**src/rtl/data_mem_scheduler_pkg.sv**
```systemverilog
// data_mem_scheduler_pkg: addressing codes, dump FSM states and read-owner tag shared by the memory front end.
package data_mem_scheduler_pkg;

    localparam logic [1:0] ADDR_BYTE    = 2'b00;
    localparam logic [1:0] ADDR_HALF    = 2'b01;
    localparam logic [1:0] ADDR_ILLEGAL = 2'b10;
    localparam logic [1:0] ADDR_WORD    = 2'b11;

    typedef enum logic [2:0] {
        IDLE  = 3'd0,
        ISSUE = 3'd1,
        WAIT  = 3'd2,
        HOLD  = 3'd3,
        DONE  = 3'd4
    } dump_state_t;

    typedef enum logic {
        OWN_PIPE = 1'b0,
        OWN_DUMP = 1'b1
    } owner_t;

endpackage

```
**src/rtl/data_mem_scheduler_align_check.sv**
```systemverilog
// mem_align_check: flags accesses whose byte address does not fit the requested size.
module mem_align_check
    import data_mem_scheduler_pkg::*;
#(
    parameter int NB_ADDRESS = 6
) (
    input  logic [NB_ADDRESS-1:0] addr,
    input  logic [1:0]            addressing,
    output logic                  misaligned
);

    assign misaligned = (addressing == ADDR_ILLEGAL)
                      | ((addressing == ADDR_HALF) & (|(addr & NB_ADDRESS'(1))))
                      | ((addressing == ADDR_WORD) & (|(addr & NB_ADDRESS'(3))));

endmodule

```
**src/rtl/data_mem_scheduler.sv**
```systemverilog
// data_mem_scheduler: shares combined_memory between the MEM stage (always first) and a debug word-dump engine.
module data_mem_scheduler
    import data_mem_scheduler_pkg::*;
#(
    parameter int NB_DATA_BUS = 32,
    parameter int NB_ADDRESS  = 6,
    parameter int NB_COUNT    = 5
) (
    input  logic                   i_clk,
    input  logic                   i_reset,
    input  logic                   i_pipe_r_en,
    input  logic                   i_pipe_w_en,
    input  logic [NB_ADDRESS-1:0]  i_pipe_addr,
    input  logic [1:0]             i_pipe_addressing,
    input  logic [NB_DATA_BUS-1:0] i_pipe_w_data,
    output logic [NB_DATA_BUS-1:0] o_pipe_r_data,
    output logic                   o_pipe_r_valid,
    output logic                   o_pipe_misaligned,
    input  logic                   i_dump_start,
    input  logic [NB_ADDRESS-1:0]  i_dump_base,
    input  logic [NB_COUNT-1:0]    i_dump_words,
    output logic [NB_DATA_BUS-1:0] o_dump_data,
    output logic                   o_dump_valid,
    input  logic                   i_dump_ready,
    output logic                   o_dump_busy,
    output logic                   o_dump_done,
    output logic                   o_mem_r_en,
    output logic [NB_ADDRESS-1:0]  o_mem_r_addr,
    output logic [1:0]             o_mem_r_addressing,
    output logic                   o_mem_w_en,
    output logic [NB_ADDRESS-1:0]  o_mem_w_addr,
    output logic [NB_DATA_BUS-1:0] o_mem_w_data,
    output logic [1:0]             o_mem_w_addressing,
    input  logic [NB_DATA_BUS-1:0] i_mem_r_data
);

    dump_state_t            state, state_next;
    owner_t                 owner;
    logic                   misaligned, pipe_req, pipe_rd, pipe_wr, dump_rd, rd_pending;
    logic [NB_ADDRESS-1:0]  dump_addr, dump_addr_next;
    logic [NB_COUNT-1:0]    cnt, cnt_next;
    logic [NB_DATA_BUS-1:0] dump_data, dump_data_next;

    mem_align_check #(.NB_ADDRESS(NB_ADDRESS)) align_check (
        .addr       (i_pipe_addr),
        .addressing (i_pipe_addressing),
        .misaligned (misaligned)
    );

    assign pipe_req = i_pipe_r_en | i_pipe_w_en;
    assign pipe_rd  = i_pipe_r_en & ~misaligned;
    assign pipe_wr  = i_pipe_w_en & ~misaligned;
    // The dump yields to any pipeline request, even a rejected one, so it never races the MEM stage.
    assign dump_rd  = (state == ISSUE) & ~pipe_req;

    assign o_pipe_misaligned  = pipe_req & misaligned;
    assign o_mem_r_en         = pipe_rd | dump_rd;
    assign o_mem_r_addr       = dump_rd ? dump_addr : i_pipe_addr;
    assign o_mem_r_addressing = dump_rd ? ADDR_WORD : i_pipe_addressing;
    assign o_mem_w_en         = pipe_wr;
    assign o_mem_w_addr       = i_pipe_addr;
    assign o_mem_w_data       = i_pipe_w_data;
    assign o_mem_w_addressing = i_pipe_addressing;

    assign o_pipe_r_valid = rd_pending & (owner == OWN_PIPE);
    assign o_pipe_r_data  = o_pipe_r_valid ? i_mem_r_data : '0;
    assign o_dump_data    = dump_data;
    assign o_dump_valid   = state == HOLD;
    assign o_dump_busy    = state != IDLE;
    assign o_dump_done    = state == DONE;

    always_comb begin
        state_next     = state;
        dump_addr_next = dump_addr;
        cnt_next       = cnt;
        dump_data_next = dump_data;
        unique case (state)
            IDLE: begin
                if (i_dump_start) begin
                    state_next     = (i_dump_words != '0) ? ISSUE : DONE;
                    dump_addr_next = i_dump_base & ~NB_ADDRESS'(3);
                    cnt_next       = i_dump_words;
                end
            end
            ISSUE: state_next = dump_rd ? WAIT : ISSUE;
            WAIT: begin
                dump_data_next = i_mem_r_data;
                state_next     = HOLD;
            end
            HOLD: begin
                if (i_dump_ready) begin
                    dump_addr_next = dump_addr + NB_ADDRESS'(4);
                    cnt_next       = cnt - NB_COUNT'(1);
                    state_next     = (cnt == NB_COUNT'(1)) ? DONE : ISSUE;
                end
            end
            DONE: state_next = IDLE;
            default: state_next = IDLE;
        endcase
    end

    always_ff @(posedge i_clk) begin
        if (i_reset) begin
            state      <= IDLE;
            owner      <= OWN_PIPE;
            rd_pending <= 1'b0;
            dump_addr  <= '0;
            cnt        <= '0;
            dump_data  <= '0;
        end else begin
            state      <= state_next;
            owner      <= dump_rd ? OWN_DUMP : OWN_PIPE;
            rd_pending <= o_mem_r_en;
            dump_addr  <= dump_addr_next;
            cnt        <= cnt_next;
            dump_data  <= dump_data_next;
        end
    end

endmodule
```
**config.mk**
```make
export PLATFORM = sky130hd
export DESIGN_NAME = data_mem_scheduler
export DESIGN_NICKNAME = d
export VERILOG_FILES = /design/src/rtl/data_mem_scheduler_pkg.sv /design/src/rtl/data_mem_scheduler_align_check.sv /design/src/rtl/data_mem_scheduler.sv
export SDC_FILE = /design/constraint.sdc
export NUM_CORES = 1
export LEC_CHECK = 0
export ABC_AREA = 1
export BUFFER_PORTS_ARGS = -buffer_cell sky130_fd_sc_hd__clkbuf_2
export CAP_MARGIN = 10
export CORE_MARGIN = 2
export CORE_UTILIZATION = 30
export CTS_CLUSTER_SIZE = 25
export DETAILED_ROUTE_END_ITERATION = 7
export PLACE_DENSITY = 0.71
export SLEW_MARGIN = 20
export SYNTH_ARGS = -nofsm -noshare
export SYNTH_HDL_FRONTEND = slang
export SYNTH_SLANG_ARGS = --single-unit
```
**constraint.sdc**
```tcl
create_clock -name i_clk -period 1.25 [get_ports i_clk]
set_input_delay 0.0625 -clock i_clk [delete_from_list [all_inputs] [get_ports i_clk]]
set_output_delay 0.0625 -clock i_clk [all_outputs]
set_load 0.02 [all_outputs]
```
==> flow_summary.toml <==
[sta]
hold_viol = 0
max_slew.worst_pin.slew_ns = 0.348
max_freq_mhz = 692
layout_min_cycle_time_ns = 1.45
rsz0062_at_grt = "true"
skew_ns = 0.00227
hold_slack_ns = 0.0258
finalSetupViolations = 72
fin_crit_sh_pct = 116
fin_ws_ns = -0.196
slew_viol_final = 0
tns_ns = -8.15
relSlewSlack_pct = 76.8

[global_route]
first_global_vias = 2711
grt_pass1_wl_um = 12400
grt_usage_pct = 15.8
grt-ovfl-total = 0
antenna_found_initial = 0
grt_max_degree = 47

[layout]
seq_area_um2 = 932
antenna_cells = 0
multiInputGateArea_mm2 = 0.00141
fill_cells = 793
final_common_cell = "clkbuf_2"
layout.cells.most_common_list = "clkbuf_2 (98), inv_1 (85), dfxtp_1 (41)"
syn2layout_area_growth_pct = 68.8
stdcell_count = 645
fin_nets = 628
drive_gt1_share_pct = 53.3

[synth]
yosys_warnings = 0
synth_nets = 500
synth_cells = 408
synthesis.area_mm2 = 0.00265
ys_ff_latch = 46
syn_avg_cell_area_um2 = 6.50
ys_types = 25
synth_top_cell_by_area = "dfxtp_1"
ys_top_cells_by_area = "dfxtp_1 (35%), inv_1 (13%), buf_4 (11%), nor2_1 (7.6%), a21oi_1 (7.2%)"
synth_top_cell_area_share_pct = 34.7
ys_seq_area_share_pct = 34.7

[power]
p_leak_nw = 2.21
powerDensity_mw_per_mm2 = 930
clock_power_share_pct = 22.7
combPwrFrac_pct = 37.1
p_int_mw = 2.71
p_sw_mw = 1.45
seqPwrFrac_pct = 40.2
peakVddDrop_uv = 475
p_total_mw = 4.16
power_switching_share_pct = 34.8

[clock_network]
clk_latency_ns = 0.29
clk_transition_reported_paths_ns = 0.08
cts_sinks = 46
htree_levels = 2
clock_path_buffers = 2
cts_root_buffer = "clkbuf_8"
cts_buffers = 5
cts_tree = "built"

[status]
failed_checks = "setup timing"
status = "finished with violations"

[hold_path]
min_delay_path_depth = 3
hp-start = "i_pipe_r_en"
hold_path.class = "input pin to register"
hold_path_end = "rd_pending"

[placed_design]
pre_cts_slack_ns = -0.0838
dpl.cell_count = 616
port_buffers = 141
place.gp.congestion = 0.793
dp_hpwl_um = 5420

[routing]
drc = 0
wl_um = 9140
wire_per_inst_um = 14.2
dr.first_iter.drc_count = 59
viasPerCell = 4.64
ant_nets = 0
firstDrtPassIters = 4
vias = 2991
topRoutingLayerUsed = "met4"
route.met2.wl_um = 4880
wl_met3_um = 625
wl_met1_um = 3370

[worst_setup_path]
start_kind = "register"
end_kind = "primary output"
arrival_ns = 1.38
critPathKind = "register to primary output"
r2r-end = "cnt[3]"
ff2ff_path_depth = 9
rr_startpoint = "state[1]"
cp_max_fo = 5
cp_slowest_cell = "dfxtp_4"
crit_chain = "nor2_4 -> nand3_4 -> mux2_4 -> buf_8"
cp_data_required_time_ns = 1.19
ff2ff_setup_slack_ns = -0.15
cpPeakStageDelay_ns = 0.37

[floorplan]
die_h_um = 98.0
start_util_pct = 30.7
std_cell_rows = 34
io_pins = 208
die_x_um = 98.0
dieArea_mm2 = 0.00960
core_area_mm2 = 0.00864

[job]
max_cap_violations = 0
[sequential cells by signal (all words and copies together), names as in the netlist]
signal / cells
state: 3
owner: 1
dump_addr: 4
cnt: 5
rd_pending: 1
o_dump_data: 32
[worst max-delay path: cells and delay by family, from the launching register on]
kind                   cells  cell delay [ns]
DFF                        1             0.37
muxes                      1             0.33
and+or+nand+nor            2             0.26
buffers and inverters      1             0.13
[cells in the mapped netlist, drive strengths merged]
master / n
a21oi: 38
buf: 48
clkbuf: 11
dfxtp: 46
ha: 3
inv: 93
mux2: 2
nand2: 42
nand3: 14
nand3b: 2
nand4: 2
nor2: 56
nor3: 1
o21ai: 47
o21bai: 1
o22ai: 1
or2: 1
[worst max path at each step]
stage / start / to / slack, ns / cells past startpoint
after floorplan: state[1] / o_mem_r_addr[4] / -0.06 / 4
after global placement: state[1] / o_mem_r_addr[3] / -0.03 / 4
after detailed placement: state[1] / o_mem_r_addr[2] / -0.08 / 4
after CTS: state[2] / o_mem_r_addr[2] / -0.18 / 4
after global routing: state[1] / o_mem_r_addr[0] / -0.28 / 6
final: state[1] / o_mem_r_addr[2] / -0.20 / 4
[layer usage]
metal  track usage, %  vias up
met4             6.09        0
met2             29.5      139
met3             4.01       33
met1             17.0     1364
li1                 -     1455
met5                0        -
[logic make-up (layout without fill, tap and decap cells)]
logic type      Yosys count  in the layout  synth area share, %
flops                    46             46                 34.7
mux                       2              2                0.850
fa+ha+maj                 3              3                 1.42
buf+inv                 152            281                 27.9
compound gates           87             87                 16.6
simple gates            118            118                 18.6
[through the flow]
stage	instance area (µm²)	util [%]
final	4470	51.8
after global routing	4470	51.8
after CTS	3930	45.5
after detailed placement	3320	38.4
after global placement	3320	38.4
after floorplan	2690	-
[power groups by stage]
| stage | Clock (mW) | Sequential [mW] | Combinational, mW |
|---|---|---|---|
| floorplan | 0 | 1.74 | 0.759 |
| global placement | 0 | 1.68 | 1.03 |
| detailed placement | 0 | 1.69 | 1.06 |
| CTS | 0.990 | 1.66 | 1.26 |
| global route | 1.06 | 1.69 | 1.67 |
| finish | 0.946 | 1.67 | 1.54 |
[layout make-up]
class	count	area share (%)
inverter	93	7.97
clock buffer	7	1.93
timing repair buffer	180	34.7
clock inverter	1	0.112
sequential	46	20.8
tap	108	3.02
multi-input combinational	210	31.5
[repair_timing]
action | in CTS | in global routing
setup endpoints to repair | 54 | 62
setup buffers | 8 | 8
pin swaps | 6 | 15
hold buffers | 0 | 0
gates resized for setup | 113 | 136
gates cloned | 2 | 7
No activity file was read; power rests on OpenSTA's default activity.
